`src/rtl/psg_pkg.sv`:
```
// Shared constants and types for the dual-PSG (TurboSound) CPU bus controller.
// Port decode only looks at a[15], a[14] and a[1]; all other address bits are don't-care.
package psg_pkg;

   localparam logic [15:0] PORT_MASK  = 16'hC002;
   localparam logic [15:0] FFFD_MATCH = 16'hC000;
   localparam logic [15:0] BFFD_MATCH = 16'h8000;

   // FFFD data values 8'hFF / 8'hFE pick the chip instead of a register address.
   localparam logic [7:0] SEL_PSG0   = 8'hFF;
   localparam logic [7:0] SEL_PSG1   = 8'hFE;
   localparam logic [6:0] SEL_PREFIX = SEL_PSG0[7:1];

   typedef enum logic {
      IDLE = 1'b0,
      PEND = 1'b1
   } wr_state_t;

   function automatic logic port_hit(input logic [15:0] addr, input logic [15:0] match);
      return (addr & PORT_MASK) == match;
   endfunction

endpackage

```
`src/rtl/psg_ce_gen.sv`:
```
// Free-running clock-enable divider: ce is high one cycle in every CEDIV.
// ce_pre leads ce by one cycle so callers can register outputs that line up with ce.
module psg_ce_gen #(
   parameter int CEDIV = 32
) (
   input  logic clock,
   input  logic reset,
   output logic ce,
   output logic ce_pre
);

   localparam int CW = (CEDIV > 2) ? $clog2(CEDIV) : 1;
   localparam logic [CW-1:0] LAST = CW'(CEDIV - 1);
   localparam logic [CW-1:0] PRE  = CW'(CEDIV - 2);

   logic [CW-1:0] cnt;

   always_ff @(posedge clock or posedge reset) begin
      if (reset) begin
         cnt <= '0;
      end else if (cnt == LAST) begin
         cnt <= '0;
      end else begin
         cnt <= cnt + 1'b1;
      end
   end

   assign ce     = (cnt == LAST);
   assign ce_pre = (cnt == PRE);

endmodule

```
`src/rtl/psg_bus_controller.sv`:
```
// Z80 I/O front end for two AY-3-8912 style PSG cores: chip select, per-chip
// register address latches, ce-aligned write strobes and CPU read-back.
//
// state | meaning
// IDLE  | no register write outstanding
// PEND  | BFFD write captured in wdata/tgt, waiting for the next ce
module psg_bus_controller
   import psg_pkg::*;
#(
   parameter int CEDIV = 32
) (
   input  logic        clock,
   input  logic        reset,
   input  logic        iorq,
   input  logic        rd,
   input  logic        wr,
   input  logic [15:0] a,
   input  logic [7:0]  d,
   input  logic [7:0]  q0,
   input  logic [7:0]  q1,
   output logic        ce,
   output logic        sel,
   output logic [3:0]  addr0,
   output logic [3:0]  addr1,
   output logic [7:0]  wdata,
   output logic        we0,
   output logic        we1,
   output logic [7:0]  dout,
   output logic        oe
);

   logic      ce_pre;
   logic      iow;
   logic      iow_q;
   logic      wr_evt;
   logic      fffd_hit;
   logic      bffd_hit;
   logic      fffd_evt;
   logic      bffd_ok;
   logic      rd_hit;
   logic      inv0;
   logic      inv1;
   logic      sel_inv;
   logic      tgt;
   logic      we_set;
   logic      we_tgt;
   wr_state_t state;
   wr_state_t state_nxt;

   psg_ce_gen #(
      .CEDIV (CEDIV)
   ) u_ce_gen (
      .clock  (clock),
      .reset  (reset),
      .ce     (ce),
      .ce_pre (ce_pre)
   );

   assign iow      = ~iorq & ~wr;
   assign wr_evt   = iow & ~iow_q;
   assign fffd_hit = port_hit(a, FFFD_MATCH);
   assign bffd_hit = port_hit(a, BFFD_MATCH);
   assign fffd_evt = wr_evt & fffd_hit;
   assign sel_inv  = sel ? inv1 : inv0;
   assign bffd_ok  = wr_evt & bffd_hit & ~sel_inv;
   assign rd_hit   = ~iorq & ~rd & fffd_hit;

   // The strobe is registered on the ce_pre cycle so it lands on the ce cycle.
   // An event on ce_pre itself is therefore served by the very next ce, while
   // an event on the ce cycle waits a full period.
   always_comb begin
      state_nxt = state;
      we_set    = 1'b0;
      we_tgt    = bffd_ok ? sel : tgt;
      case (state)
         IDLE: begin
            if (bffd_ok) begin
               if (ce_pre) begin
                  we_set = 1'b1;
               end else begin
                  state_nxt = PEND;
               end
            end
         end
         PEND: begin
            if (ce_pre) begin
               we_set    = 1'b1;
               state_nxt = IDLE;
            end
         end
         default: state_nxt = IDLE;
      endcase
   end

   always_ff @(posedge clock or posedge reset) begin
      if (reset) begin
         state <= IDLE;
         iow_q <= 1'b0;
         we0   <= 1'b0;
         we1   <= 1'b0;
         wdata <= 8'h00;
         tgt   <= 1'b0;
      end else begin
         state <= state_nxt;
         iow_q <= iow;
         we0   <= we_set & ~we_tgt;
         we1   <= we_set & we_tgt;
         if (bffd_ok) begin
            wdata <= d;
            tgt   <= sel;
         end
      end
   end

   // FFFD writes: FF/FE switch the selected chip, anything else loads its address.
   always_ff @(posedge clock or posedge reset) begin
      if (reset) begin
         sel   <= 1'b0;
         addr0 <= 4'h0;
         addr1 <= 4'h0;
         inv0  <= 1'b0;
         inv1  <= 1'b0;
      end else if (fffd_evt) begin
         if (d[7:1] == SEL_PREFIX) begin
            sel <= ~d[0];
         end else if (sel) begin
            addr1 <= d[3:0];
            inv1  <= |d[7:4];
         end else begin
            addr0 <= d[3:0];
            inv0  <= |d[7:4];
         end
      end
   end

   always_ff @(posedge clock or posedge reset) begin
      if (reset) begin
         oe   <= 1'b0;
         dout <= 8'h00;
      end else begin
         oe <= rd_hit;
         if (!rd_hit) begin
            dout <= 8'h00;
         end else if (sel_inv) begin
            dout <= 8'hFF;
         end else begin
            dout <= sel ? q1 : q0;
         end
      end
   end

endmodule

```
`config.mk`:
```
export PLATFORM = sky130hd
export DESIGN_NAME = psg_bus_controller
export DESIGN_NICKNAME = d
export VERILOG_FILES = /design/src/rtl/psg_pkg.sv /design/src/rtl/psg_ce_gen.sv /design/src/rtl/psg_bus_controller.sv
export SDC_FILE = /design/constraint.sdc
export NUM_CORES = 1
export LEC_CHECK = 0
export CAP_MARGIN = 15
export CELL_PAD_IN_SITES_DETAIL_PLACEMENT = 1
export CELL_PAD_IN_SITES_GLOBAL_PLACEMENT = 1
export CORE_MARGIN = 8
export CORE_UTILIZATION = 31
export CTS_CLUSTER_DIAMETER = 50
export CTS_CLUSTER_SIZE = 14
export DETAILED_ROUTE_END_ITERATION = 12
export GPL_TIMING_DRIVEN = 0
export PLACE_DENSITY = 0.88
export SLEW_MARGIN = 10
export SYNTH_ARGS = -nofsm -noshare
export SYNTH_HDL_FRONTEND = slang
export SYNTH_SLANG_ARGS = --single-unit
```
`constraint.sdc`:
```
create_clock -name clock -period 1.6 [get_ports clock]
set_input_delay 0.48 -clock clock [delete_from_list [all_inputs] [get_ports clock]]
set_output_delay 0.48 -clock clock [all_outputs]
set_load 0.01 [all_outputs]
```
======== After elaboration in Yosys (flattened, before gate mapping) ========
Cells that the tools add are included.
Widths: inputs -> output; s select.
cells by class
  bitwise operators ....................... 19
  add/subtract/negate cells ............... 1
  equality and inequality tests ........... 5
  reductions and logical operators ........ 4
  muxes and demuxes ....................... 12
operators by type and width
  kind                 count
  $mux 8               3
  $eq 5x5->1 const B   2
  $not 1->1            10
  $and 1x1->1          9
  $eq 7x7->1 const B   1
  $eq 3x3->1 const B   2
  $mux 1               6
  $reduce_and 3->1     2
  $add 5x1->5 const B  1
  $mux 5               1
  $pmux 1 s2           2
  $reduce_or 4->1      1
  $reduce_and 2->1     1
word-level totals
  output and inout bits ................... 29
  input bits .............................. 45
  logic and storage cells ................. 55
  bits in registers ....................... 38

======== Depth between registers and ports, before layout ========
Gate-level depths: netlist (run 1).
  depth after elaboration ................. 8
  gate-level depth with buffers ........... 5
  mapped depth without buffers ............ 5

======== Modules after synthesis ========
From an unflattened synthesis (run 1), not the netlist that was laid out.
unflattened totals
  cells, all modules ...................... 119
  area total of the unflattened synthesis .. 1634.1 um^2
modules (own cells, without submodules)
  module              instances  area each (um^2)  sequential area each (um^2)  cells an instance
  psg_bus_controller  1          1391.3            825.8                        99
  psg_ce_gen          1          242.7             125.1                        20

======== Worst setup path before layout (run 1) ========
OpenSTA, ideal clock, no wires.
  kind .................................... in2reg
  start point ............................. input a[14]
  end point ............................... register wdata[7]
  path buffers ............................ 0
  setup time .............................. 0.125 ns
  path slack .............................. 0.044 ns
  data required time ...................... 1.475 ns
  stages .................................. 3
  data arrival time ....................... 1.431 ns
  path through ............................ nor3b_1 and3_4 mux2_2
on the way
  word-level cells in the longest chain between the ends .. 3
ends and longest elaborated chain
  item                       line                       text
  start, declared            psg_bus_controller.sv:17   input logic [15:0] a,
  $eq 3x3->1                 psg_pkg.sv:20              return (addr & PORT_MASK) == match;
  $and 1x1->1 (2 in series)  psg_bus_controller.sv:65   assign bffd_ok = wr_evt & bffd_hit & ~sel_inv;
  end signal, assigned       psg_bus_controller.sv:101  wdata <= 8'h00;
  end signal, assigned       psg_bus_controller.sv:109  wdata <= d;
  end, declared              psg_bus_controller.sv:25   output logic [7:0] wdata,
No other way between the ends.
A chain may end at the register's enable or synchronous reset.

======== Worst setup path after layout (run 1) ========
  start point ............................. register u_ce_gen.cnt[0]
  end point ............................... output ce
on the way
  word-level cells in the longest chain between the ends .. 1
ends and longest elaborated chain
  item                    line                      text
  start, declared         psg_ce_gen.sv:16          logic [CW-1:0] cnt;
  start signal, assigned  psg_ce_gen.sv:24          cnt <= cnt + 1'b1;
  $eq 5x5->1              psg_ce_gen.sv:28          assign ce = (cnt == LAST);
  end, declared           psg_bus_controller.sv:21  output logic ce,
No other way between the ends.

==> impl_metrics.env, run 1 <==
export IMPL_synth_top_family_by_area="multiplexers"
export IMPL_synthSimpleGateAreaFrac_pct=10.0
export IMPL_netlist_instances=118
export IMPL_fin_area_sq_um=2470
export IMPL_maxSlewHeadroom_pct=47.6
export IMPL_grt_pass1_wl_um=6790
export IMPL_synth_seq_cells=38
export IMPL_muxShareOfSynthArea_pct=21.7
export IMPL_final_core_util_pct=48.6
export IMPL_portBuffers=60
export IMPL_slowest_stage="dfrtp_1"
export IMPL_yosysSeqAreaShare_pct=58.6
export IMPL_vias=1210
export IMPL_io_pin_count=74
export IMPL_postPlaceCellArea_sq_um=2310
export IMPL_drt_iter0_drc=22
export IMPL_hold_viol=0
export IMPL_clock_latency_ps=290
export IMPL_cts_buffers=5
export IMPL_syn_nets=166
export IMPL_grt_max_degree=39
export IMPL_slew_viol_final=0
export IMPL_path_class="reg -> out"
export IMPL_path_clk_slew_ps=80
export IMPL_synth_area_leaders="dfrtp_1, mux2_2, mux2i_1"
export IMPL_hpwl_um=3210
export IMPL_hold_buffers=0
export IMPL_tns_ps=-201
export IMPL_ys_top_cells_by_count="dfrtp_1, mux2_2, mux2i_1"
export IMPL_power_uw=2160
export IMPL_crit_fanout=2
export IMPL_violations="negative setup slack"
export IMPL_drt_wl_total_um=4290
export IMPL_dr_pass1_iters=2
export IMPL_dieArea_sq_um=7810
export IMPL_grt_usage_pct=11.5
export IMPL_synth_xor_area_share_pct=1.08
export IMPL_synth_main_ff_cell="dfrtp_1"
export IMPL_fin_nets=242
export IMPL_cellPowerDensity_nw_per_um2=877
export IMPL_initial_utilization_pct=32.0
export IMPL_clockBufferDepth=2
export IMPL_finClkSkew_ps=10.0
export IMPL_wire_per_inst_um=16.1
export IMPL_cpPeakStageDelay_ps=390
export IMPL_p_leak_uw=0.00127
export IMPL_gp_congestion=0.751
export IMPL_setup_viol=1
export IMPL_crit_chain="ha_2 > and3_4 > ha_4 > buf_6"
export IMPL_min_period_over_period_pct=113
export IMPL_h_tree_depth=2
export IMPL_synthDistinctLibCells=27
export IMPL_timing_final_ws_setup_ps=-201
export IMPL_crit_required_ps=1120
export IMPL_ir_worst_vdd_mv=0.488
export IMPL_yosysTopAreaCell="dfrtp_1"
export IMPL_start_kind="flop"
export IMPL_die_x_um=88.4
export IMPL_area_growth_pct=52.0
export IMPL_core_sq_um=5070
export IMPL_maxCapViolCount=0
export IMPL_antenna_left=0
export IMPL_synth_top_area_share_pct=58.6
export IMPL_synthAdderAreaFrac_pct=2.31
export IMPL_viasPerCell=4.55
export IMPL_hold_class="reg -> reg"
export IMPL_grt_pass1_vias=1366
export IMPL_drc=0
export IMPL_cts_tree="done"
export IMPL_finalCriticalPeriod_ps=1800
export IMPL_layout_drive_gt1_share_pct=27.7
export IMPL_rsz0062_at_grt="yes"
export IMPL_synth_most_common_cell="dfrtp_1"
export IMPL_die_height_um=88.4
export IMPL_cts_root_buf="clkbuf_8"
export IMPL_syn_mean_instance_area_sq_um=13.8
export IMPL_overflow=0
export IMPL_syn_area_sq_um=1620
export IMPL_antenna_found_initial=1
export IMPL_async_flop_share_pct=100
export IMPL_endpoint_kind="output pin"
export IMPL_synth_compound_area_share_pct=3.86
export IMPL_run_status="complete, but fails checks"
export IMPL_synth_edf_count=0
export IMPL_clkSinkCount=38
export IMPL_fmax_mhz=555
export IMPL_tightest_slew_ps=785
export IMPL_crit_arrival_ps=1320
export IMPL_ys_warn_count=0
export IMPL_row_count=26
## report_power, final
group | switching (uW) | internal [uW] | leakage [uW]
clock network | 348 | 306 | 0.0000441
logic | 175 | 231 | 0.000739
registers | 50.0 | 1050 | 0.000489
## through the flow
| stage | hold slack [ps] | instances | worst slack, ps |
|---|---|---|---|
| 2_1_floorplan | 454 | 118 | 44.4 |
| 3_3_place_gp | 477 | 248 | -671 |
| 3_5_place_dp | 490 | 248 | -707 |
| 4_1_cts | 507 | 265 | -213 |
| 5_1_grt | 527 | 266 | -246 |
| 6_report | 502 | 266 | -201 |
## worst max-delay path, delay by kind of cell (launching register included)
family	cells	cell delay (ps)
DFF	1	390
buffers and inverters	1	110
and+or+nand+nor	1	180
adders and majority gates	2	350
## sequential cells by signal (all words and copies together), names as in the netlist
signal	cells
tgt	1
addr1	4
wdata	8
we1	1
we0	1
inv1	1
oe	1
u_ce_gen.cnt	5
dout	8
iow_q	1
addr0	4
state	1
inv0	1
sel	1
## cells in the final DEF (no fill, tap or decap), types with 2 or more instances in the layout
master,Yosys,routed
o211ai_1,2,2
dfrtp_1,38,38
mux2i_1,9,9
buf_4,0,9
and3_4,1,2
and4bb_2,2,2
inv_1,5,4
nor2_1,8,8
dlygate4sd2_1,0,40
clkdlybuf4s50_1,0,19
a21oi_1,8,8
mux2_4,1,2
mux2_2,20,19
clkbuf_8,0,5
nor3b_2,0,2
nand4_1,2,2
buf_6,1,2
## cell families (layout without fill, tap and decap cells)
kind of cell               after synthesis  after routing
DFF                                     38             38
muxes                                   31             31
and+or+nand+nor                         25             25
AOI/OAI and AO/OA                       11             11
buffers and inverters                    8             85
adders and majority gates                3              3
xor gates and xnor gates                 2              2
other                                    0              1
## layer usage
layer,vias up,GRT usage [%],routed length [um]
met5,-,0,0
met4,0,3.23,35
met3,5,5.29,349
met2,33,20.2,2300
met1,599,12.0,1600
li1,573,-,-
## area by class of cell
type	count	area, sq um
plain buffers	3	20.0
repair buffers	69	619
inverters	5	18.8
flip-flops and latches	38	951
well taps	70	87.6
clock inverters	3	21.3
diodes	1	2.50
clock buffers	5	68.8
multi-input cells	72	677
fillers	570	2610
## repair_timing
| action | CTS | global route |
|---|---|---|
| setup endpoints to repair | 54 | 1 |
| setup buffers | 9 | 0 |
| pin swaps | 6 | 1 |
| gates resized for setup | 54 | 0 |
## worst paths after layout
kind | from | end | slack, ps | cells after the start
max | u_ce_gen.cnt[0]$_DFF_PP0_ | ce | -200 | 4
min | addr1[1]$_DFFE_PP0P_ | addr1[1]$_DFFE_PP0P_ | 500 | 1
max reg2reg | sel$_DFFE_PP0P_ | we1$_DFF_PP0_ | 130 | 4
min reg2reg | addr1[1]$_DFFE_PP0P_ | addr1[1]$_DFFE_PP0P_ | 500 | 1
max in group asynchronous | reset | dout[0]$_DFF_PP0_ | 450 | 2
min in group asynchronous | reset | addr0[0]$_DFFE_PP0P_ | 650 | 2
No activity file was read; power rests on OpenSTA's default activity.
==> run 2: changes to the inputs <==
--- a/config.mk
+++ b/config.mk
@@ -6,5 +6,4 @@
 export NUM_CORES = 1
 export LEC_CHECK = 0
-export CAP_MARGIN = 15
 export CELL_PAD_IN_SITES_DETAIL_PLACEMENT = 1
 export CELL_PAD_IN_SITES_GLOBAL_PLACEMENT = 1
@@ -14,4 +13,5 @@
 export CTS_CLUSTER_SIZE = 14
 export DETAILED_ROUTE_END_ITERATION = 12
+export GPL_ROUTABILITY_DRIVEN = 0
 export GPL_TIMING_DRIVEN = 0
 export PLACE_DENSITY = 0.88
==> constraint.sdc (replaced) <==
create_clock -name clock -period 1.6 [get_ports clock]
set_input_delay 0.32 -clock clock [delete_from_list [all_inputs] [get_ports clock]]
set_output_delay 0.32 -clock clock [all_outputs]
set_load 0.01 [all_outputs]
==> run 2 against run 1 <==
The run still ends with negative setup slack left. First-iteration DRC count up 23%. Via count down 0.58%. Critical path depth unchanged. Global-route usage down 0.17 points. Wire length up 0.49%. Power up 3.1%. Sequential cell count unchanged. Clock power up 0.6%. Sequential power about the same. Die area unchanged. Utilization up 1.3 points. Sequential share of layout area down 1.0 points. Highest routed layer unchanged.
==> impl_metrics.env, run 2 (synthesized netlist as in run 1, its figures left out) <==
export IMPL_crit_chain="ha_2 > and3_4 > ha_4 > buf_6"
export IMPL_portBuffers=60
export IMPL_antenna_left=0
export IMPL_dieArea_sq_um=7810
export IMPL_layout_drive_gt1_share_pct=28.2
export IMPL_grt_usage_pct=11.3
export IMPL_hold_class="in -> reg"
export IMPL_slew_viol_final=0
export IMPL_die_x_um=88.4
export IMPL_setup_viol=1
export IMPL_cts_buffers=5
export IMPL_slowest_stage="dfrtp_1"
export IMPL_drt_wl_total_um=4310
export IMPL_min_period_over_period_pct=103
export IMPL_clockBufferDepth=2
export IMPL_final_cell_mix="clkdlybuf4s50_1, dfrtp_1, mux2_2"
export IMPL_grt_pass1_wl_um=6670
export IMPL_vias=1203
export IMPL_reg_largest_list="dout x8, wdata x8, u_ce_gen.cnt x5"
export IMPL_maxSlewHeadroom_pct=47.6
export IMPL_hold_start="iorq"
export IMPL_p_clk_share_pct=29.5
export IMPL_timing_final_ws_setup_ps=-46.8
export IMPL_run_status="complete, but fails checks"
export IMPL_grt_pass1_vias=1369
export IMPL_area_growth_pct=56.1
export IMPL_startpoint="u_ce_gen.cnt[1]$_DFF_PP0_"
export IMPL_hold_buffers=0
export IMPL_core_sq_um=5070
export IMPL_start_kind="flop"
export IMPL_cpPeakStageDelay_ps=390
export IMPL_ir_worst_vdd_mv=0.480
export IMPL_tns_ps=-46.8
export IMPL_io_pin_count=74
export IMPL_fmax_mhz=607
export IMPL_wire_per_inst_um=16.2
export IMPL_overflow=0
export IMPL_drt_iter0_drc=27
export IMPL_row_count=26
export IMPL_viasPerCell=4.52
export IMPL_crit_required_ps=1280
export IMPL_path_class="reg -> out"
export IMPL_holdWs_ps=283
export IMPL_power_switching_uw=582
export IMPL_drc=0
export IMPL_crit_fanout=3
export IMPL_h_tree_depth=2
export IMPL_grt_max_degree=39
export IMPL_seqPwrFrac_pct=49.7
export IMPL_initial_utilization_pct=32.0
export IMPL_endpoint_kind="output pin"
export IMPL_rsz0062_at_grt="yes"
export IMPL_p_int_uw=1650
export IMPL_antenna_found_initial=1
export IMPL_register_area_sq_um=951
export IMPL_comb_power_share_pct=20.8
export IMPL_maxCapViolCount=0
export IMPL_dr_pass1_iters=2
export IMPL_clkSinkCount=38
export IMPL_die_height_um=88.4
export IMPL_cts_root_buf="clkbuf_8"
export IMPL_cp_num_buf_inv=1
export IMPL_finalCriticalPeriod_ps=1650
export IMPL_fin_nets=242
export IMPL_hold_viol=0
export IMPL_cts_tree="done"
export IMPL_cellPowerDensity_nw_per_um2=880
export IMPL_fillers=548
export IMPL_final_common_cell="clkdlybuf4s50_1"
export IMPL_path_delay_family="flip-flops"
export IMPL_switching_share_pct=26.1
export IMPL_crit_arrival_ps=1330
export IMPL_violations="negative setup slack"
export IMPL_tightest_slew_ps=786
export IMPL_finClkSkew_ps=8.56
export IMPL_clock_latency_ps=290
export IMPL_multi_input_area_sq_um=677
export IMPL_r2r_start="u_ce_gen.cnt[0]$_DFF_PP0_"
export IMPL_hpwl_um=3210
export IMPL_path_clk_slew_ps=80
export IMPL_p_leak_uw=0.00121
## run 2: routing by layer
metal | track usage [%] | wire length [um]
met5 | 0 | 0
met4 | 3.69 | 35
met3 | 5.01 | 315
met2 | 20.0 | 2350
met1 | 11.7 | 1610
## run 2: what timing repair did
action,in CTS,in global routing
endpoints found under the setup margin,16,11
buffers inserted,6,3
pin swaps,2,5
gates resized for setup,10,12
## run 2: cell type report
class / count / share of cell area (%)
diodes: 1 / 0.0988
plain buffers: 3 / 0.790
clock buffers: 5 / 2.72
clock inverters: 3 / 0.840
inverters: 5 / 0.741
multi-input cells: 72 / 26.7
flip-flops and latches: 38 / 37.5
well taps: 70 / 3.46
repair buffers: 69 / 27.1
## run 2: worst register-to-register path, delay by kind of cell, from the launching register on
family                     cells  cell delay (ps)
muxes                          1              150
DFF                            1              390
and+or+nand+nor                2              440
adders and majority gates      1              140
buffers and inverters          3              330
## run 2: final timing paths
kind | end | slack (ps) | cells after the start
max in group asynchronous | dout[0]$_DFF_PP0_ | 610 | 2
worst min register to register | addr1[1]$_DFFE_PP0P_ | 510 | 1
worst min-delay path | iow_q$_DFF_PP0_ | 280 | 2
min in group asynchronous | addr0[0]$_DFFE_PP0P_ | 490 | 2
worst max register to register | we0$_DFF_PP0_ | 100 | 7
worst max-delay path | ce | -50 | 4
## run 2: power by group through the flow
stage | Combinational, uW | Clock (uW) | Sequential, uW
detailed placement | 460 | 0 | 1130
global route | 503 | 717 | 1120
finish | 465 | 658 | 1110
floorplan | 145 | 0 | 1160
CTS | 474 | 680 | 1110
global placement | 451 | 0 | 1120
## run 2: metrics by stage
| stage | util (%) | total power [uW] | setup WS [ps] | std cells | area [sq um] |
|---|---|---|---|---|---|
| 6_report | 49.9 | 2230 | -46.8 | 266 | 2530 |
| 4_1_cts | 48.7 | 2260 | -86.8 | 262 | 2470 |
| 5_1_grt | 49.9 | 2340 | -96.3 | 266 | 2530 |
| 2_1_floorplan | - | 1300 | 50.0 | 118 | 1620 |
| 3_5_place_dp | 45.5 | 1590 | -547 | 248 | 2310 |
| 3_3_place_gp | 45.5 | 1570 | -511 | 248 | 2310 |
